## src/rtl/muldiv_sequencer.sv

```systemverilog
// Control sequencer for the iterative MULTU/DIVU datapath: load, WIDTH steps, HiLo write.
// Holds off MFHI/MFLO and further multiply/divide requests while an operation is in flight.
module muldiv_sequencer #(
  parameter int WIDTH = 32,
  parameter int CNT_W = 6
) (
  input  logic             clk,
  input  logic             rst_n,
  input  logic             op_valid,
  input  logic [5:0]       funct,
  output logic             op_ready,
  output logic             md_load,
  output logic             md_step,
  output logic             md_is_div,
  output logic [CNT_W-1:0] md_iter,
  output logic             hilo_we,
  output logic             done,
  output logic             busy,
  output logic             stall
);

  localparam logic [5:0] FUNCT_MULTU = 6'd25;
  localparam logic [5:0] FUNCT_DIVU  = 6'd27;
  localparam logic [5:0] FUNCT_MFHI  = 6'd16;
  localparam logic [5:0] FUNCT_MFLO  = 6'd18;
  localparam logic [CNT_W-1:0] LAST_ITER = CNT_W'(WIDTH - 1);

  typedef enum logic [1:0] {
    IDLE,
    LOAD,
    RUN,
    WRITE
  } state_t;

  state_t           state_q, state_d;
  logic [CNT_W-1:0] cnt_q, cnt_d;
  logic             isDiv_q, isDiv_d;
  logic             isMulDiv;
  logic             isMoveFrom;

  assign isMulDiv   = (funct == FUNCT_MULTU) || (funct == FUNCT_DIVU);
  assign isMoveFrom = (funct == FUNCT_MFHI) || (funct == FUNCT_MFLO);

  always_ff @(posedge clk or negedge rst_n) begin
    if (!rst_n) begin
      state_q <= IDLE;
      cnt_q   <= '0;
      isDiv_q <= 1'b0;
    end else begin
      state_q <= state_d;
      cnt_q   <= cnt_d;
      isDiv_q <= isDiv_d;
    end
  end

  always_comb begin
    state_d = state_q;
    cnt_d   = cnt_q;
    isDiv_d = isDiv_q;
    case (state_q)
      IDLE: begin
        if (op_valid && isMulDiv) begin
          isDiv_d = (funct == FUNCT_DIVU);
          state_d = LOAD;
        end
      end
      LOAD: begin
        cnt_d   = '0;
        state_d = RUN;
      end
      RUN: begin
        // The counter parks on the final index; LOAD clears it for the next operation.
        if (cnt_q == LAST_ITER) begin
          state_d = WRITE;
        end else begin
          cnt_d = cnt_q + CNT_W'(1);
        end
      end
      WRITE: begin
        state_d = IDLE;
      end
      default: begin
        state_d = IDLE;
      end
    endcase
  end

  assign op_ready  = (state_q == IDLE);
  assign busy      = (state_q != IDLE);
  assign md_load   = (state_q == LOAD);
  assign md_step   = (state_q == RUN);
  assign md_iter   = cnt_q;
  assign hilo_we   = (state_q == WRITE);
  assign done      = (state_q == WRITE);
  assign md_is_div = isDiv_q;
  assign stall     = op_valid && busy && (isMulDiv || isMoveFrom);

endmodule
```

## config.mk

```make
export PLATFORM = sky130hd
export DESIGN_NAME = muldiv_sequencer
export DESIGN_NICKNAME = d
export VERILOG_FILES = /design/src/rtl/muldiv_sequencer.sv
export SDC_FILE = /design/constraint.sdc
export NUM_CORES = 1
export LEC_CHECK = 0
export ABC_AREA = 1
export CAP_MARGIN = 20
export CORE_AREA = 4 4 41 43
export DETAILED_ROUTE_END_ITERATION = 12
export DIE_AREA = 0 0 45 47
export DONT_BUFFER_PORTS = 1
export GPL_TIMING_DRIVEN = 0
export MAX_ROUTING_LAYER = met4
export SLEW_MARGIN = 0
export SYNTH_ARGS = -nofsm -noshare
export SYNTH_HDL_FRONTEND = slang
export SYNTH_SLANG_ARGS = --single-unit
```

## constraint.sdc

```tcl
create_clock -name clk -period 1.1 [get_ports clk]
set_input_delay 0 -clock clk [delete_from_list [all_inputs] [get_ports clk]]
set_output_delay 0 -clock clk [all_outputs]
set_load 0.05 [all_outputs]
```

==> impl_metrics.yaml, run 1 <==
sta:
  min_period_ns: 1.64
  final_max_slew_viol_count: 0
  timing.final.ws_setup_ns: -0.536
  fmax_mhz: 611
  hold_viol: 0
  setup_violations: 14
  worstMarginPinSlew_ns: 0.466
  fin_crit_sh_pct: 149
  skew_ns: 0.00359
  rsz0062_at_grt: "true"
  relSlewSlack_pct: 68.9
critical_path:
  worst_setup_path_start_kind: "register"
  rr_worst_depth: 5
  end_kind: "output port"
  worstPathRequired_ns: 1.10
  arrival_ns: 1.64
  regToRegStartpoint: "state_q[0]$_DFFE_PN0P_"
  r2r_setup_slack_ns: -0.38
  crit_type: "register to output port"
  worstReg2RegEnd: "md_is_div$_DFFE_PN0P_"
  crit_path_max_incr_delay_ns: 0.40
  crit_chain: "inv_2 -> ha_4 -> clkinvlp_4 -> nand3_2 -> nor2_4"
  cp_slowest_cell: "dfrtp_1"
  cp_max_fo: 4
route:
  viasPerCell: 5.08
  wl_met1_um: 650
  route.met2.wl_um: 674
  drt_iter0_drc: 13
  avgRoutedWirePerCell_um: 12.7
  firstDrtPassIters: 4
  postRouteWirelength_mm: 1.46
  top_layer: "met4"
  drc: 0
  vias: 584
  ant_nets: 0
  met3_length_um: 114
synth:
  yosysMostFrequentCell: "nand2_1"
  synth-simple-area-share_pct: 41.0
  postSynthCellCount: 85
  async_flop_share_pct: 100
  synthMuxAreaShare_pct: 0
  synth_xor_area_share_pct: 1.42
  synth_edf_count: 0
  synth.area.top_cells: "dfrtp_1 (37%), nand2_1 (14%), ha_1 (12%)"
  yosysSeqAreaShare_pct: 36.5
  yosys_warnings: 0
  yosys.area_share.adder_pct: 12.2
  syn_area_um2: 617
  ys.flop_type: "dfrtp_1"
  synth_top_family_by_area: "simple AND/OR/NAND/NOR gates"
  synth_top_area_share_pct: 36.5
  ys_ff_latch: 9
  ys_top_cells_by_count: "nand2_1 (23), nand3_1 (13), nor2_1 (11), dfrtp_1 (9), inv_1 (9)"
  yosysUniqueCellTypes: 17
  synth_top_cell_by_area: "dfrtp_1"
  synth_compound_area_share_pct: 1.62
  syn-mean-instance-area_um2: 7.26
  synth_nets: 100
worst_hold_path:
  min_path_cells: 4
  hp-class: "input pin to register"
  whs_endpoint: "md_is_div$_DFFE_PN0P_"
  min_from: "funct[2]"
status:
  violations: "negative setup slack"
  status: "finished with violations"
clock_tree:
  cts_buffer_depth: 2
  cts-root-buf: "clkbuf_4"
  htree_levels: 1
  cts_tree: "built"
  cts.sink_count: 9
  clk_pin_slew_worst_paths_ns: 0.06
  cts_made_buffers: 3
  insertion_delay_ns: 0.26
floorplanning:
  die_height_um: 47
  start_util_pct: 47.4
  coreArea_mm2: 0.00130
  num_rows: 13
  pin_count: 23
  dieArea_mm2: 0.00212
  die_x_um: 45
power_and_ir_drop:
  p_comb_share_pct: 61.9
  power.total_mw: 2.69
  ir_worst_vdd_v: 0.00234
  swShare_pct: 55.9
  p_clk_share_pct: 9.5
  power_density_mw_per_mm2: 2970
  internal_power_mw: 1.19
  power.net_switching_mw: 1.51
  pwr-share-seq_pct: 28.5
  p_leak_nw: 0.417
flow_run:
  cap_violations: 0
finish:
  areaGrowthSynthToFinish_pct: 46.9
  fill_cells: 99
  drive_gt1_share_pct: 40.0
  fin_nets: 116
  antenna_cells: 0
global_route:
  grt_max_degree: 10
  grt-ovfl-total: 0
  grt_pass1_wl_mm: 2.35
  grt_pass1_vias: 532
  antenna_found_initial: 0
  grt_use_total_pct: 16.1
placed_design:
  gp_congestion: 0.763
  port_buffers: 0
  pre_cts_slack_ns: -0.490
  dp.final_hpwl_um: 946
[power by group through the flow]
| stage | Clock (mW) | Combinational [mW] | Sequential (mW) |
|---|---|---|---|
| 6_report | 0.257 | 1.67 | 0.768 |
| 5_1_grt | 0.281 | 1.83 | 0.790 |
| 4_1_cts | 0.264 | 1.44 | 0.752 |
| 3_5_place_dp | 0 | 1.21 | 0.777 |
| 3_3_place_gp | 0 | 1.22 | 0.773 |
| 2_1_floorplan | 0 | 1.09 | 0.748 |
[critical path: cells and delay by family (launching register included)]
kind	cells	cell delay (ns)
buf+inv	2	0.42
flops	1	0.40
simple gates	2	0.29
fa+ha+maj	1	0.26
[layout by cell type (no fill, tap or decap), types with 3 or more instances in the layout]
master    netlist  final
dfrtp_1         9      3
nand3_1        13     11
ha_4            0      4
nand2_1        23     21
inv_1           9      6
nand2_4         1      4
nor2_1         11     10
dfrtp_2         0      4
buf_4           1      7
clkbuf_4        0      3
[layer usage]
layer / vias up / global-route usage, %
met5: - / -
met4: 0 / 5.26
met3: 4 / 6.90
met2: 21 / 23.4
met1: 259 / 20.0
li1: 300 / -
[state kept, by name, indices dropped and copies added (netlist names)]
signal and flops:
md_is_div 1, md_iter 6, state_q 2
[worst max path at each step]
stage	slack, ns	to	startpoint	cells after the start
after floorplan	-0.34	md_is_div$_DFFE_PN0P_	state_q[1]$_DFFE_PN0P_	5
after global placement	-0.50	md_iter[3]$_DFFE_PN0P_	state_q[0]$_DFFE_PN0P_	7
after detailed placement	-0.49	md_iter[3]$_DFFE_PN0P_	state_q[0]$_DFFE_PN0P_	7
after CTS	-0.52	stall	state_q[0]$_DFFE_PN0P_	5
after global routing	-0.61	stall	state_q[0]$_DFFE_PN0P_	5
final	-0.54	stall	state_q[0]$_DFFE_PN0P_	5
[kinds of logic after synthesis]
kind of cell               after synthesis
buffers and inverters                   11
xor gates and xnor gates                 1
DFF                                      9
and+or+nand+nor                         56
AOI/OAI and AO/OA                        2
adders and majority gates                6
[final cells by class]
class	instances	area [µm²]	area share, %
clock buffer	4	26.3	2.90
multi-input combinational	66	478	52.8
buffer	1	15.0	1.66
timing repair buffer	10	83.8	9.25
tap	15	18.8	2.07
inverter	10	46.3	5.11
sequential	9	238	26.2
[timing repair]
action	4_1_cts	5_1_grt
setup endpoints to repair	15	14
pin swaps	3	10
setup buffers	4	4
cloned	1	0
resized for setup	10	16
endpoints found under the hold margin	10	0
hold buffers	2	0
[stage by stage]
step                std cells  util (%)  instance area (µm²)  TNS [ns]  hold WS, ns
global placement          100      52.6                  684     -4.44       -0.295
CTS                       111      61.9                  806     -4.70       0.0551
floorplan                  85         -                  666     -2.88       -0.296
detailed placement        100      52.6                  684     -4.39       -0.295
finish                    115      69.6                  906     -3.52       0.0665
global route              115      69.6                  906     -4.51        0.120
Power figures use the tool's default switching activity.
==> run 2: changes to the inputs <==
CORE_AREA = 2 2 39 41   (was 4 4 41 43)
DIE_AREA = 0 0 41 43   (was 0 0 45 47)
SETUP_SLACK_MARGIN = 0.1   (was unset)
==> run 2 against run 1 <==
The run still ends with negative setup slack left. Hold slack improved by 0.018 ns. Non-clock buffer count unchanged. Routed wire length down 1.4%. Flip-flop and latch count unchanged. Clock skew is 0.00066 ns higher. Design area increased by 1.2%. Critical path type unchanged. Largest cell class unchanged. Largest power group unchanged.
==> impl_metrics.yaml, run 2 (synthesis gave the netlist of run 1 again) <==
status:
  status: "finished with violations"
  violations: "negative setup slack"
clock_tree:
  clk_pin_slew_worst_paths_ns: 0.06
  cts_made_buffers: 3
  cts_buffer_depth: 2
  htree_levels: 1
  cts_tree: "built"
  insertion_delay_ns: 0.27
  cts.sink_count: 9
  cts-root-buf: "clkbuf_4"
floorplanning:
  start_util_pct: 44.6
  die_x_um: 41
  coreArea_mm2: 0.00138
  die_height_um: 43
  num_rows: 14
  dieArea_mm2: 0.00176
  pin_count: 23
worst_hold_path:
  whs_endpoint: "md_is_div$_DFFE_PN0P_"
  min_from: "funct[2]"
  min_path_cells: 4
  hp-class: "input pin to register"
route:
  drc: 0
  ant_nets: 0
  avgRoutedWirePerCell_um: 12.4
  drt_iter0_drc: 6
  viasPerCell: 5.22
  firstDrtPassIters: 4
  vias: 606
  postRouteWirelength_mm: 1.44
finish:
  final_cell_mix: "nand2_1 (20), nand3_1 (11), nor2_1 (9)"
  stdcell_area_um2: 917
  layoutNonFillerInstCount: 116
  largest_reg_flops: 6
  areaGrowthSynthToFinish_pct: 48.7
  antenna_cells: 0
  final_core_util_pct: 66.3
  final_common_cell: "nand2_1"
  drive_gt1_share_pct: 42.0
  fin_nets: 116
critical_path:
  worst_setup_path_start_kind: "register"
  worstPathRequired_ns: 1.10
  rr_worst_depth: 5
  arrival_ns: 1.61
  crit_type: "register to output port"
  r2r_setup_slack_ns: -0.40
  cp_max_fo: 4
  end_kind: "output port"
  worstReg2RegEnd: "md_is_div$_DFFE_PN0P_"
  regToRegStartpoint: "state_q[1]$_DFFE_PN0P_"
sta:
  min_period_ns: 1.61
  worstMarginPinSlew_ns: 0.469
  fmax_mhz: 619
  setup_violations: 15
  relSlewSlack_pct: 68.7
  skew_ns: 0.00425
  fin_crit_sh_pct: 147
  timing.final.ws_setup_ns: -0.515
  tns_ns: -3.63
  holdWs_ns: 0.0841
  rsz0062_at_grt: "true"
  final_max_slew_viol_count: 0
  hold_viol: 0
placed_design:
  postPlaceCellArea_um2: 686
  pre_cts_slack_ns: -0.527
  dp_cells: 101
  port_buffers: 0
  gp_congestion: 0.777
  dp.final_hpwl_um: 966
global_route:
  grt-ovfl-total: 0
  grt_use_total_pct: 20.3
  grt_max_degree: 10
  grt_pass1_vias: 601
  grt_pass1_wl_mm: 2.36
  antenna_found_initial: 0
power_and_ir_drop:
  power.total_mw: 2.83
  p_leak_nw: 0.420
  power_density_mw_per_mm2: 3080
  ir_worst_vdd_v: 0.00175
flow_run:
  cap_violations: 0
[run 2: cell counts in the layout (fill, tap and decap cells not counted)]
Identical to the previous run, type by type.
[run 2: worst max-delay path, stage by stage (launching register included)]
cell and delay, ns:
dfrtp_1 0.39, inv_2 0.09, ha_4 0.25, clkinvlp_4 0.34, nand3_2 0.18, nor2_4 0.09
[run 2: how the worst max path moves through the flow]
| stage | startpoint | depth (start not counted) | to | slack, ns |
|---|---|---|---|---|
| 2_1_floorplan | state_q[1]$_DFFE_PN0P_ | 5 | md_is_div$_DFFE_PN0P_ | -0.34 |
| 3_3_place_gp | state_q[0]$_DFFE_PN0P_ | 7 | md_iter[3]$_DFFE_PN0P_ | -0.50 |
| 3_5_place_dp | state_q[0]$_DFFE_PN0P_ | 7 | md_iter[3]$_DFFE_PN0P_ | -0.53 |
| 4_1_cts | state_q[0]$_DFFE_PN0P_ | 5 | stall | -0.52 |
| 5_1_grt | state_q[0]$_DFFE_PN0P_ | 5 | stall | -0.59 |
| 6_report | state_q[1]$_DFFE_PN0P_ | 5 | stall | -0.51 |
[run 2: layout make-up]
| cell class | count | area (µm²) |
|---|---|---|
| Timing Repair Buffer | 10 | 83.8 |
| Clock buffer | 4 | 26.3 |
| Inverter | 10 | 46.3 |
| Fill cell | 118 | 467 |
| Sequential cell | 9 | 238 |
| Multi-Input combinational cell | 66 | 488 |
| Buffer | 1 | 15.0 |
| Tap cell | 16 | 20.0 |
[run 2: what timing repair did]
item / 4_1_cts / 5_1_grt
buffers inserted: 5 / 5
hold buffers: 2 / 0
setup endpoints to repair: 16 / 16
hold endpoints to repair: 10 / 0
resized for setup: 15 / 13
gates cloned: 1 / 0
pin swaps: 5 / 7
[run 2: layer usage]
metal	track usage, %	routed length, µm	vias up	share of wire (%)
met4	6.00	16	0	1.1
met1	23.1	603	286	42
met5	-	0	-	0
met2	32.8	741	18	52
met3	6.28	77	2	5.4
li1	-	-	300	-
[run 2: power by group]
group	switching, mW	internal [mW]
registers	0.316	0.451
clock network	0.123	0.140
logic	1.13	0.670
